[src/rtl/mux_rr_arbiter_4.sv]
// Round-robin arbiter owning a shared 4:1 WIDTH-bit mux, with a valid/ready
// handshake downstream and a one-hot ack back to the winning requester.
module mux_rr_arbiter_4 #(
  parameter int WIDTH = 32
) (
  input  logic             clk,
  input  logic             rst,
  input  logic [3:0]       req,
  input  logic [WIDTH-1:0] in0,
  input  logic [WIDTH-1:0] in1,
  input  logic [WIDTH-1:0] in2,
  input  logic [WIDTH-1:0] in3,
  input  logic             out_ready,
  output logic             out_valid,
  output logic [WIDTH-1:0] out_data,
  output logic [3:0]       ack,
  output logic [1:0]       sel,
  output logic             busy
);

  typedef enum logic {IDLE, GRANT} state_t;

  state_t     state_q, state_d;
  logic [1:0] sel_q, sel_d;
  logic [1:0] ptr_q, ptr_d;
  logic       transfer;
  logic [2:0] pick_ptr;
  logic [2:0] pick_next;

  // Returns {found, index} of the first set request scanning start, start+1, ...
  // (mod 4). The loop runs backwards so the smallest offset is assigned last.
  function automatic logic [2:0] rr_pick(input logic [3:0] r, input logic [1:0] start);
    logic [2:0] res;
    logic [1:0] idx;
    res = '0;
    for (int i = 3; i >= 0; i--) begin
      idx = start + 2'(i);
      if (r[idx]) res = {1'b1, idx};
    end
    return res;
  endfunction

  always_comb begin
    case (sel_q)
      2'd0:    out_data = in0;
      2'd1:    out_data = in1;
      2'd2:    out_data = in2;
      default: out_data = in3;
    endcase
  end

  assign out_valid = (state_q == GRANT) && req[sel_q];
  assign transfer  = out_valid && out_ready;
  assign ack       = transfer ? (4'd1 << sel_q) : 4'd0;
  assign sel       = sel_q;
  assign busy      = (state_q == GRANT);

  assign pick_ptr  = rr_pick(req, ptr_q);
  assign pick_next = rr_pick(req, sel_q + 2'd1);

  always_comb begin
    // NOTE: every variable gets a hold default first so no path infers a latch.
    state_d = state_q;
    sel_d   = sel_q;
    ptr_d   = ptr_q;
    case (state_q)
      IDLE: begin
        if (pick_ptr[2]) begin
          sel_d   = pick_ptr[1:0];
          state_d = GRANT;
        end
      end
      GRANT: begin
        if (!req[sel_q]) begin
          state_d = IDLE;
        end else if (out_ready) begin
          // Served requester drops to lowest priority; re-arbitrate without a bubble.
          ptr_d = sel_q + 2'd1;
          if (pick_next[2]) sel_d = pick_next[1:0];
          else              state_d = IDLE;
        end
      end
      default: state_d = IDLE;
    endcase
  end

  // NOTE: sequential state uses non-blocking assignments so all registers
  // update together from the pre-edge values.
  always_ff @(posedge clk or posedge rst) begin
    if (rst) begin
      state_q <= IDLE;
      sel_q   <= 2'd0;
      ptr_q   <= 2'd0;
    end else begin
      state_q <= state_d;
      sel_q   <= sel_d;
      ptr_q   <= ptr_d;
    end
  end

endmodule

[config.mk]
export PLATFORM = sky130hd
export DESIGN_NAME = mux_rr_arbiter_4
export DESIGN_NICKNAME = d
export VERILOG_FILES = /design/src/rtl/mux_rr_arbiter_4.sv
export SDC_FILE = /design/constraint.sdc
export NUM_CORES = 1
export LEC_CHECK = 0
export ABC_AREA = 1
export CORE_AREA = 2 2 82 76
export CTS_BUF_LIST = sky130_fd_sc_hd__clkbuf_16
export DETAILED_ROUTE_END_ITERATION = 10
export DIE_AREA = 0 0 84 78
export GPL_TIMING_DRIVEN = 0
export PLACE_DENSITY = 0.86
export SLEW_MARGIN = 20
export SYNTH_ARGS = -nofsm -noshare
export SYNTH_HDL_FRONTEND = slang
export SYNTH_SLANG_ARGS = --single-unit
export TNS_END_PERCENT = 100
[constraint.sdc]
create_clock -name clk -period 2.75 [get_ports clk]
set_input_delay 0.55 -clock clk [delete_from_list [all_inputs] [get_ports clk]]
set_output_delay 0.55 -clock clk [all_outputs]
set_load 0.02 [all_outputs]
Yosys cells after proc, flatten, opt, wreduce, memory -nomap -nowiden --
Index checks and enable logic that the tools add are counted.
Storage, ports and cells: register bits 5, output and inout port bits 40, word-level logic and storage cells 70
Operators by class: add/subtract/negate cells 7, $lt $le $gt $ge 9, equality and inequality tests 6, shift operators 1, muxes and demuxes 38, bitwise logic cells 1, reduce and logical (&&, ||, !) cells 5
Operators by type and width (count):
- $pmux 32 s3 | 1
- $lt 2x3->1 const B | 9
- $mux 3 | 8
- $bmux 1 s2 | 9
- $mux 1 | 13
- $add 2x2->2 const B | 4
- $mux 2 | 4
- $add 2x1->2 const B | 3
- $mux 4 | 1
- $ne 2x1->1 const B | 2
- $ne 2x2->1 const B | 2
- $pmux 2 s2 | 1
- $reduce_and 4->1 | 1
- $shl 1x2->4 const A | 1
- $reduce_and 3->1 | 1
- $eq 2x1->1 const B | 1
- $eq 2x2->1 const B | 1
- $logic_and 1x1->1 | 2
- $logic_not 2->1 | 1
- $pmux 1 s2 | 1
- $not 1->1 | 1

Depth between registers and ports, before layout --
word-level depth 12, depth in mapped cells 14, gate-level depth less buffers 12

Worst setup path before layout --
No wires, ideal clock.
path kind flip-flop to output port, start point register sel_q[0], in the netlist sel[0], end point output port out_data[10], arrival time 2.142 ns, data required time 2.200 ns, setup slack 0.058 ns, cell stages (with the launch flop) 10, path buffers 4, path through dfrtp_1 -> buf_6 -> inv_4 -> buf_6 -> ha_1 -> clkbuf_1 -> clkbuf_1 -> a22o_1 -> a21oi_1 -> o21ai_0
Between the ends: cells in the longest elaborated chain, start to end 2, elaborated cells between the ends (all ways) 4, classes of those cells eq/ne: 2; mux: 1; reduce/logical: 1
Ends and longest elaborated chain:
- start, declared | line 24 | logic [1:0] sel_q, sel_d;
- start signal, assigned | line 96 | sel_q <= sel_d;
- $eq 2x2->1 (tied with other cells) | line 44 | case (sel_q)
- $pmux 32 s3 (*) | line 44
- end, declared | line 15 | output logic [WIDTH-1:0] out_data,
Every way passes the cells marked *; elsewhere a longest branch is shown, timed or not.

Worst setup path after layout --
start point register sel_q[0], in the netlist sel[0], end point output port out_data[2]
Same word-level chain as after synthesis.

==> reports/qor.csv <==
stage;metric;value;unit
run_status;status;finished clean;
detailed_routing;wire per inst;15.1;um
timing;skew final;4.28;ps
placement;gpl congestion;0.946;
floorplanning;die extent in y;78;um
placement;Placed Area;3430;sq um
logic_synthesis;Synth area leaders;nand2_1 24%, a22o_1 18%, o21ai_0 11%;
placement;Port Buf Inserts;174;
detailed_routing;Post-Route WL;8150;um
clock_tree;clk root buf;clkbuf_16;
critical_path;Worst setup SP type;register;
logic_synthesis;syn_area_per_cell;5.46;sq um
logic_synthesis;YS warnings;0;
timing;max-slew violations;0;
timing;Final Setup Violations;0;
detailed_routing;via count;2668;
critical_path;FF-to-FF Start;sel[0];
grt;largest net degree at the start of global routing;12;
floorplanning;Top Ports;175;
timing;RSZ-0062 raised after global routing;true;
logic_synthesis;post-synthesis sequential area ratio;7.82;%
grt;antenna violations before repair;0;
detailed_routing;Routed Antenna Nets;0;
critical_path;critical path class;register to output pin;
clock_tree;TritonCTS clock tree;built;
layout;fill count;491;
layout;cell area after layout;3500;sq um
layout;most frequent cells in the layout;137 x clkdlybuf4s50_1, 101 x nand2_1, 34 x a21oi_1, 34 x o21ai_0, 32 x a22o_1;
placement;DP Wirelength;6540;um
floorplanning;CORE AREA;5630;sq um
critical_path;CP required;2200;ps
logic_synthesis;flop and latch count out of synthesis;5;
timing;Slew @ Worst Pin;375;ps
layout;Util after Layout;62.2;%
critical_path;R2R Setup Slk;730;ps
layout;antenna diode count;0;
critical_path;crit path DAT;2130;ps
critical_path;crit path from;sel[0];
power;Peak VDD IR;858;uV
timing;Hold Fails Final Rpt;0;
clock_tree;CTS buffer count;3;
clock_tree;clock-pin slew on the worst setup and hold paths;40;ps
critical_path;peak fanout along the critical path;11;
floorplanning;Std-Cell Rows;26;
detailed_routing;DRC;0;
placement;post-place setup slack;-522;ps
timing;Min Clock Period, post-route;2680;ps
power;P_leak;1.62;nW
logic_synthesis;Synth top area share;23.7;%
layout;P&R area growth vs syn;119;%
min_path;Tightest Hold Check Type;input port to asynchronous set/reset pin;
timing;fin crit share;97.5;%
grt;total grt overflow;0;
power;Power Dens Cells;1070;nW/um^2
critical_path;crit path capture type;output pin;
clock_tree;hold-fix buffers at CTS;0;
timing;fmax;373;MHz
logic_synthesis;Syn Inst Count;293;
floorplanning;DIE AREA;6550;sq um
floorplanning;Die W;84;um
run;max-cap violations;0;
clock_tree;Clk Latency, worst-skew pair;230;ps
timing;Setup WS post-layout;69.7;ps
grt;gr usage total;24.1;%
layout;layout cell share with drive strength beyond 1;13.9;%
logic_synthesis;Net Count, Synth;433;
logic_synthesis;distinct cell type count after synthesis;21;
layout;layout net count;609;
logic_synthesis;Cell Area, Synth;1600;sq um
timing;final setup TNS;0;ps
clock_tree;CTS Buffer Depth;2;
detailed_routing;Detailed Routing Iterations Pass 1;4;
clock_tree;postcts setup bufs;0;
clock_tree;clock sink total;5;
detailed_routing;DR vias/cell;4.96;
detailed_routing;drt initial violations;72;
grt;number of global-route vias before repair;2656;
grt;first-pass GRT wire length;13200;um
clock_tree;H-tree level count;1;
layout;commonest non-fill, non-tap cell in the layout;clkdlybuf4s50_1;
timing;Slew HR;75.0;%
floorplanning;starting density of the core;28.4;%
logic_synthesis;Synth area leader;nand2_1;
cells in the mapped netlist (all sizes together):
library cell / instances
nand3: 12
a21boi: 1
clkbuf: 19
o21ai: 35
buf: 3
nand2: 112
dfrtp: 5
nand4: 1
ha: 5
inv: 21
nand3b: 1
nor2: 11
a22o: 32
a21oi: 35
sequential cells by signal (all words and copies together), names as in the netlist:
register  cells
sel           2
ptr_q         2
busy          1
metrics by stage:
step | cells | total power [mW] | hold slack [ps]
finish | 538 | 3.74 | 525
global route | 538 | 4.08 | 564
CTS | 539 | 3.75 | 538
detailed placement | 537 | 3.61 | 598
global placement | 537 | 3.57 | 580
floorplan | 293 | 2.22 | 329
power breakdown:
group,internal [mW],switching (mW)
registers,0.116,0.0654
clock network,0.189,0.0529
logic,1.35,1.97
cells by family after synthesis:
kind of cell	Yosys count	synth area share, %
adders and majority gates	5	3.91
DFF	5	7.82
AOI/OAI and AO/OA	103	40.1
buffers and inverters	43	11.3
and+or+nand+nor	137	36.9
final timing paths:
path,cells after the start,endpoint
max,9,out_data[2]
min,2,busy
max reg2reg,12,sel[0]
min reg2reg,2,ptr_q[1]
max in group asynchronous,2,sel[0]
min in group clk,2,ptr_q[1]
layout make-up:
cell class	count	area, sq um	share of cell area, %
well taps	70	87.6	2.50
plain buffers	19	124	3.54
inverters	21	81.3	2.32
flip-flops and latches	5	128	3.64
repair buffers	174	1680	48.1
multi-input cells	245	1320	37.7
clock inverters	1	3.75	0.107
clock buffers	3	75.1	2.14
critical path, stage by stage, from the launching register on:
cell,delay (ps)
dfrtp_2,420
buf_6,160
inv_4,40
buf_6,150
ha_4,180
buf_4,170
a22o_1,220
a21oi_1,170
o21ai_0,90
clkdlybuf4s15_1,300
routing by layer:
metal  share of wire, %  track usage [%]  up-vias
met5                  0                0        -
met4                2.1             6.13        0
met3                6.2             3.62       19
met2                 50             44.6      112
met1                 41             29.1     1194
li1                   -                -     1343
what timing repair did:
action,4_1_cts,5_1_grt
endpoints found under the setup margin,37,31
hold endpoints to repair,0,0
gates resized for setup,115,42
pin swaps,0,0
cloned,0,0
(Power assumes the default switching activity.)
